==> config.mk <==
export PLATFORM = sky130hd
export DESIGN_NAME = nv_fifo_rws_64x32_ctl
export DESIGN_NICKNAME = d
export VERILOG_FILES = /design/src/rtl/nv_fifo_rws_64x32_ctl_pkg.sv /design/src/rtl/nv_ram_rws_64x32.sv /design/src/rtl/nv_fifo_rws_64x32_ctl.sv
export SDC_FILE = /design/constraint.sdc
export NUM_CORES = 2
export LEC_CHECK = 0
export CORE_ASPECT_RATIO = 0.7
export CORE_MARGIN = 5
export CORE_UTILIZATION = 56
export DETAILED_ROUTE_END_ITERATION = 8
export GPL_TIMING_DRIVEN = 0
export PLACE_DENSITY = 0.72
export SYNTH_ARGS = -nofsm -noshare
export SYNTH_HDL_FRONTEND = slang
export SYNTH_SLANG_ARGS = --single-unit
export TNS_END_PERCENT = 50
==> constraint.sdc <==
create_clock -name nvdla_core_clk -period 3.35 [get_ports nvdla_core_clk]
set_clock_uncertainty 0.05 [all_clocks]
set_input_delay 0.67 -clock nvdla_core_clk [delete_from_list [all_inputs] [get_ports nvdla_core_clk]]
set_output_delay 0.67 -clock nvdla_core_clk [all_outputs]
set_load 0.02 [all_outputs]
==> src/rtl/nv_fifo_rws_64x32_ctl_pkg.sv <==
// Shared constants for the 64x32 rws FIFO controller and its RAM.
// DEPTH/AW/DW are fixed by the RAM macro; PW is the pointer and occupancy
// width (one extra bit that acts as the wrap flag).
package nv_fifo_rws_64x32_ctl_pkg;

    localparam int DEPTH = 64;
    localparam int AW    = 6;
    localparam int DW    = 32;
    localparam int PW    = AW + 1;

    // Advance a wrap-bit pointer: the low AW bits roll 63->0 and the carry
    // toggles the wrap bit, so full and empty stay distinguishable.
    function automatic logic [PW-1:0] ptr_inc(input logic [PW-1:0] p);
        return p + PW'(1);
    endfunction

endpackage

==> src/rtl/nv_ram_rws_64x32.sv <==
// nv_ram_rws_64x32: 64x32 two-port RAM with a registered read address.
// The read address is captured on re; dout is the entry at that captured
// address, so dout is stable for as long as re stays low and the entry is
// not rewritten. Contents are never reset.
module nv_ram_rws_64x32
    import nv_fifo_rws_64x32_ctl_pkg::*;
(
    input  logic          clk,
    input  logic [5:0]    ra,
    input  logic          re,
    input  logic [5:0]    wa,
    input  logic          we,
    input  logic [31:0]   di,
    input  logic [31:0]   pwrbus_ram_pd,
    output logic [31:0]   dout
);

    logic [DW-1:0] r_mem [DEPTH];
    logic [AW-1:0] r_ra;
    logic          w_pwrbus_unused;

    // Power-down bus only matters to the physical macro; fold it so it is consumed.
    assign w_pwrbus_unused = ^pwrbus_ram_pd;

    // Write port: one word per cycle when we is high.
    always_ff @(posedge clk) begin
        if (we) begin
            r_mem[wa] <= di;
        end
    end

    // Read address latch: updates only when a read is issued.
    always_ff @(posedge clk) begin
        if (re) begin
            r_ra <= ra;
        end
    end

    assign dout = r_mem[r_ra];

endmodule

==> src/rtl/nv_fifo_rws_64x32_ctl.sv <==
// nv_fifo_rws_64x32_ctl: 64-entry valid/ready FIFO around nv_ram_rws_64x32.
// The RAM output is presented directly as rd_pd; a stalled read simply does
// not issue another read, so the latched RAM address (and rd_pd) holds.
// Build macro NV_FIFO_CTL_WMARK_EN adds input wmark and output almost_full.
module nv_fifo_rws_64x32_ctl
    import nv_fifo_rws_64x32_ctl_pkg::*;
(
    input  logic          nvdla_core_clk,
    input  logic          nvdla_core_rstn,
    input  logic          wr_pvld,
    output logic          wr_prdy,
    input  logic [31:0]   wr_pd,
    output logic          rd_pvld,
    input  logic          rd_prdy,
    output logic [31:0]   rd_pd,
    input  logic [31:0]   pwrbus_ram_pd,
`ifdef NV_FIFO_CTL_WMARK_EN
    input  logic [6:0]    wmark,
    output logic          almost_full,
`endif
    output logic          fifo_idle
);

    logic [PW-1:0] r_wr_ptr;
    logic [PW-1:0] r_rd_iss_ptr;
    logic [PW-1:0] r_occ;
    logic          r_rd_pvld;

    logic          w_wr_accept;
    logic          w_re;
    logic          w_pop;
    logic [PW-1:0] w_unread;

    // Ready depends only on registered occupancy: a pop at full cannot
    // open a slot for a same-cycle write.
    assign wr_prdy     = nvdla_core_rstn && (r_occ != PW'(DEPTH));
    assign w_wr_accept = wr_pvld && wr_prdy;

    // Words written but not yet issued to the RAM read port.
    assign w_unread = r_wr_ptr - r_rd_iss_ptr;

    // Issue a read whenever there is something unread and the output slot
    // is free or being vacated this cycle.
    assign w_re  = nvdla_core_rstn && (w_unread != '0) && (!r_rd_pvld || rd_prdy);
    assign w_pop = r_rd_pvld && rd_prdy;

    // Pointer, occupancy and output-valid state; reset discards all contents.
    always_ff @(posedge nvdla_core_clk) begin
        if (!nvdla_core_rstn) begin
            r_wr_ptr     <= '0;
            r_rd_iss_ptr <= '0;
            r_occ        <= '0;
            r_rd_pvld    <= 1'b0;
        end else begin
            if (w_wr_accept) begin
                r_wr_ptr <= ptr_inc(r_wr_ptr);
            end
            if (w_re) begin
                r_rd_iss_ptr <= ptr_inc(r_rd_iss_ptr);
            end
            if (w_re) begin
                r_rd_pvld <= 1'b1;
            end else if (rd_prdy) begin
                r_rd_pvld <= 1'b0;
            end
            // The presented word stays counted until popped, so its RAM
            // slot cannot be overwritten while it is on rd_pd.
            case ({w_wr_accept, w_pop})
                2'b10:   r_occ <= r_occ + PW'(1);
                2'b01:   r_occ <= r_occ - PW'(1);
                default: r_occ <= r_occ;
            endcase
        end
    end

    assign rd_pvld   = r_rd_pvld;
    assign fifo_idle = (r_occ == '0);

`ifdef NV_FIFO_CTL_WMARK_EN
    assign almost_full = (r_occ >= wmark);
`endif

    nv_ram_rws_64x32 u_ram (
        .clk           (nvdla_core_clk),
        .ra            (r_rd_iss_ptr[AW-1:0]),
        .re            (w_re),
        .wa            (r_wr_ptr[AW-1:0]),
        .we            (w_wr_accept),
        .di            (wr_pd),
        .pwrbus_ram_pd (pwrbus_ram_pd),
        .dout          (rd_pd)
    );

endmodule
; ---- After elaboration in Yosys (flattened, before gate mapping)
; Memories as Yosys holds them, arrays and structs flattened. A register that Yosys moved wholly into a read port is not among the register bits.
; Index checks and enable logic that the tools add are counted.
[classes]
reduce_logical = 11
muxes = 6
eq_ne = 3
n_addsub = 5
[op_table]
columns = operator, count
row1 = $add A7 B1 Y7 const B, 3
row2 = $pmux W7 S2, 1
row3 = $logic_not A7 Y1, 1
row4 = $ne A7 B7 Y1 const B, 1
row5 = $reduce_bool A7 Y1, 1
row6 = $sub A7 B1 Y7 const B, 1
row7 = $sub A7 B7 Y7, 1
row8 = $mux W6, 1
row9 = $logic_and A1 B1 Y1, 5
row10 = $mux W1, 4
row11 = $reduce_bool A2 Y1, 2
row12 = $eq A2 B1 Y1 const B, 1
row13 = $eq A2 B2 Y1 const B, 1
row14 = $logic_not A1 Y1, 1
row15 = $logic_or A1 B1 Y1, 1
[word_totals]
n_memories = 1
ff_bits = 28
mem_bits_rw = 2048
[mem_list]
columns = memory, depth, word_bits, rd, rd_clocked_by_memory_dff, write_ports, line
row1 = u_ram.r_mem, 64, 32, 1, 1, 1, nv_ram_rws_64x32.sv:18  ; logic [DW-1:0] r_mem [DEPTH];

; ---- Longest topological paths before layout
[logic_depth]
word_depth = 5
ltp_mapped = 14
ltp_nobuf = 12

; ---- By module
; Synthesis repeated with hierarchy kept, for this count alone.
[unflattened]
hier_cells = 3489
hier_area_um2 = 79396.1
[modules_own_cells]
columns = mod, cells_per_inst, seq_area_each_um2, instances, area_each_um2
row1 = nv_ram_rws_64x32, 3316, 61799.3, 1, 77931.0
row2 = nv_fifo_rws_64x32_ctl, 173, 440.4, 1, 1465.2

; ---- Worst setup path after synthesis
; OpenSTA, ideal clock, no wires.
[synth_path]
kind = input port to flip-flop
startpoint = in nvdla_core_rstn
endpoint = mem u_ram.r_mem[56][0] (enable)
setup_time_ns = 0.421
path_buffers = 0
arrival_time_ns = 2.950
slack_ns = -0.071
cell_stages = 6
path_cell_list = inv_2 > a311oi_4 > inv_1 > nor2_1 > nand2_1 > nor2_1
[synth_between]
elab_chain_cells = 4
[synth_lines]
columns = element, line
row1 = from (decl), nv_fifo_rws_64x32_ctl.sv:9  ; input logic nvdla_core_rstn,
row2 = $logic_and A1 B1 Y1, nv_fifo_rws_64x32_ctl.sv:36  ; assign wr_prdy = nvdla_core_rstn && (r_occ != PW'(DEPTH));
row3 = $logic_and A1 B1 Y1, nv_fifo_rws_64x32_ctl.sv:37  ; assign w_wr_accept = wr_pvld && wr_prdy;
row4 = $mux W1, nv_ram_rws_64x32.sv:27  ; if (we) begin
row5 = $mux W1 (implied by the code), nv_ram_rws_64x32.sv:28  ; r_mem[wa] <= di;
row6 = to (decl), nv_ram_rws_64x32.sv:18
; Every way passes these cells.

==> qor.csv <==
metric,value,unit
status,"finished, violations left",
failing checks,setup timing,
drt via density,7.28,
worst slew pin tran,1.24,ns
antenna violation net count after detailed routing,0,
grt ovf,0,
CTS H-Tree Depth,4,
WP data required,2.63,ns
Clock Sinks,2082,
vias in the first global route,41600,
number of hold buffers added after cts,0,
critical path type,flip-flop to primary output,
Hold Path End,u_ram.r_mem[63][20]$_DFFE_PP_,
Hold WS,0.129,ns
Port Buf Inserts,70,
largest net degree at the start of global routing,65,
Final Net Count,4046,
num rows,115,
Num CTS Buffers,181,
Final Max Tran Viols,0,
die width,461,um
worst r2r path cells,9,
pwr/cell area,816,nW/um^2
worst hold path type,input pin to flip-flop,
"top cells by area, synth","edfxtp_1 (77%), mux4_2 (14%), mux2i_1 (1.2%), dfxtp_1 (0.70%), nor2_1 (0.58%)",
wire per inst,41.1,um
initial antenna violation count,7,
fmax,236,MHz
via count,43700,
cell area after synthesis,79800,um^2
fillers,8188,
Clock transition at path regs,0.07,ns
core outline area,141000,um^2
Max Fanout on Critical Path,8,
first drt pass iteration count,9,
max-slew headroom at the worst pin,17.4,%
final worst path period need,4.24,ns
Setup TNS Final,-23.71,ns
R2R Path End,u_ram.r_mem[6][15]$_DFFE_PP_,
final worst slack,-0.890,ns
Die Area,150000,um^2
"FF+latch count, synth",2082,
most frequent cells after synthesis,"edfxtp_1 (2054), mux4_2 (512), nor2_1 (124), mux2i_1 (96), clkbuf_1 (69)",
Synthesis Warnings,0,
CTS tree,done,
Die Span Y,326,um
"Area growth, synth to finish",20.2,%
final setup vio count,32,
final hold vios,0,
clk_lat worst skew,0.82,ns
top cell type's share of synthesized area,77.3,%
ys flop type,edfxtp_1,
leakage power,29.8,nW
CTS max path bufs,3,
initial drt markers,8436,
Critical Path Sink Type,primary output,
Initial Util,56.6,%
root buf cell,clkbuf_16,
min-delay src,wr_pd[20],
R2R Path Start,r_occ[2]$_SDFFE_PN0P_,
IO Count,103,
register area share after synthesis,78.0,%
Final Wtd Congestion,0.894,
fraction of registers with async set/reset,0,%
part of the cycle the worst path needs,127,%
Synth cell types,61,
max_cap viols,0,
average footprint of a synthesized cell,22.6,um^2
share of cells above drive strength 1,37.8,%
crit path DAT,3.52,ns
drt drc,0,
first-pass GRT wire length,330000,um
Synth Instances,3522,
RSZ-0062 raised after global routing,yes,
Synth area leader,edfxtp_1,
GRT Total Usage,31.9,%
Detailed Route WL,246000,um
reg2reg setup slack,0,ns
Peak VDD IR,692,uV
WHS Path Cells,1,
"count leader, synth",edfxtp_1,
Final HPWL DP,150000,um
crit path launch type,flip-flop,
Mapped Nets,3601,
number of flops mapped to enable cells by yosys,2054,
per-stage QoR:
stage | instance area (um^2) | power, mW | std cells | util [%] | worst slack, ns
4_1_cts | 94600 | 75.5 | 5930 | 67.1 | -0.734
3_5_place_dp | 85300 | 50.3 | 5567 | 60.5 | -1.73
3_3_place_gp | 82800 | 50.0 | 5464 | 58.7 | -3.17
6_report | 95900 | 78.3 | 5995 | 68.0 | -0.890
5_1_grt | 95900 | 79.9 | 5992 | 68.0 | -0.861
2_1_floorplan | 79800 | 41.7 | 3522 | - | -0.0708
routing by layer:
layer	global-route usage [%]	up-vias	share of wire (%)
met5	0	-	0.012
met4	11.5	4	4.3
met3	14.0	716	18
met2	43.3	4386	42
met1	46.4	22600	35
li1	-	16000	-
report_power, final:
group / internal [mW] / switching, mW / leakage [nW] / total (mW)
sequential: 28.8 / 0.151 / 18.7 / 28.9
combinational: 12.2 / 16.6 / 8.33 / 28.8
clock: 10.9 / 9.63 / 2.76 / 20.6
total: 51.9 / 26.4 / 29.8 / 78.3
worst max path at each step:
stage / startpoint / endpoint / slack (ns)
detailed placement: flip-flop / rd_pd[13] / -1.73
global route: flip-flop / rd_pd[4] / -0.86
finish: flip-flop / rd_pd[14] / -0.89
floorplan: nvdla_core_rstn / u_ram.r_mem[56][0]$_DFFE_PP_ / -0.07
CTS: flip-flop / rd_pd[18] / -0.73
global placement: nvdla_core_rstn / u_ram.r_mem[49][22]$_DFFE_PP_ / -3.17
registers in the layout, summed over array words and instances, names as in the netlist, named ones only:
| signal | count |
|---|---|
| r_wr_ptr | 7 |
| r_occ | 7 |
| rd_pvld | 1 |
| u_ram.r_mem | 2048 |
| r_rd_iss_ptr | 7 |
| u_ram.r_ra | 6 |
cell type report:
class | instances | area [um^2] | area share, %
sequential | 2082 | 62200 | 64.9
multi-input combinational | 1234 | 19100 | 19.9
clock buffer | 224 | 4730 | 4.94
timing repair buffer | 265 | 4020 | 4.19
buffer | 189 | 2470 | 2.58
tap | 1872 | 2340 | 2.44
clock inverter | 110 | 892 | 0.930
inverter | 14 | 52.6 | 0.0548
antenna | 5 | 12.5 | 0.0130
kinds of logic after synthesis:
| logic type | Yosys count | synth area share, % |
|---|---|---|
| AOI/OAI and AO/OA | 321 | 2.90 |
| xor gates and xnor gates | 12 | 0.132 |
| adders and majority gates | 11 | 0.173 |
| buffers and inverters | 208 | 1.39 |
| DFF | 2082 | 78.0 |
| muxes | 614 | 15.8 |
| and+or+nand+nor | 274 | 1.59 |
worst max-delay path, cell delays in order, from the launching register on:
cell and delay, ns:
dfxtp_4 0.37, buf_12 0.16, buf_16 0.18, buf_12 0.14, buf_16 0.15, buf_4 0.16
mux4_2 0.33, mux2i_1 0.07, a221oi_1 0.34, nor2_1 0.13, a221oi_2 0.40, buf_4 0.23
repair_timing:
| action | CTS | global route |
|---|---|---|
| resized for setup | 892 | 130 |
| endpoints found under the setup margin | 703 | 1136 |
| setup buffers | 24 | 52 |
| cloned | 10 | 10 |
| pin swaps | 83 | 67 |
cell usage in the layout (no fill, tap or decap), types with 19 or more instances in the layout:
| cell type | synthesis | routed |
|---|---|---|
| o21ai_0 | 37 | 24 |
| edfxtp_1 | 2054 | 2054 |
| clkinv_1 | 0 | 34 |
| nand2_1 | 57 | 41 |
| a22o_1 | 30 | 29 |
| mux4_2 | 512 | 512 |
| buf_12 | 0 | 121 |
| buf_2 | 58 | 42 |
| clkbuf_16 | 0 | 193 |
| a21oi_1 | 65 | 33 |
| mux2i_1 | 96 | 49 |
| a221oi_4 | 0 | 23 |
| clkbuf_1 | 69 | 49 |
| clkinv_2 | 0 | 46 |
| buf_6 | 15 | 48 |
| mux2i_2 | 0 | 24 |
| buf_4 | 36 | 82 |
| nor2_4 | 0 | 77 |
| buf_8 | 1 | 19 |
| clkbuf_4 | 0 | 25 |
| dfxtp_1 | 28 | 23 |
| nor2_1 | 124 | 38 |
| a21oi_4 | 0 | 23 |
| mux2i_4 | 0 | 23 |
| buf_16 | 0 | 57 |
| o22ai_1 | 41 | 26 |
Power figures use the tool's default switching activity.
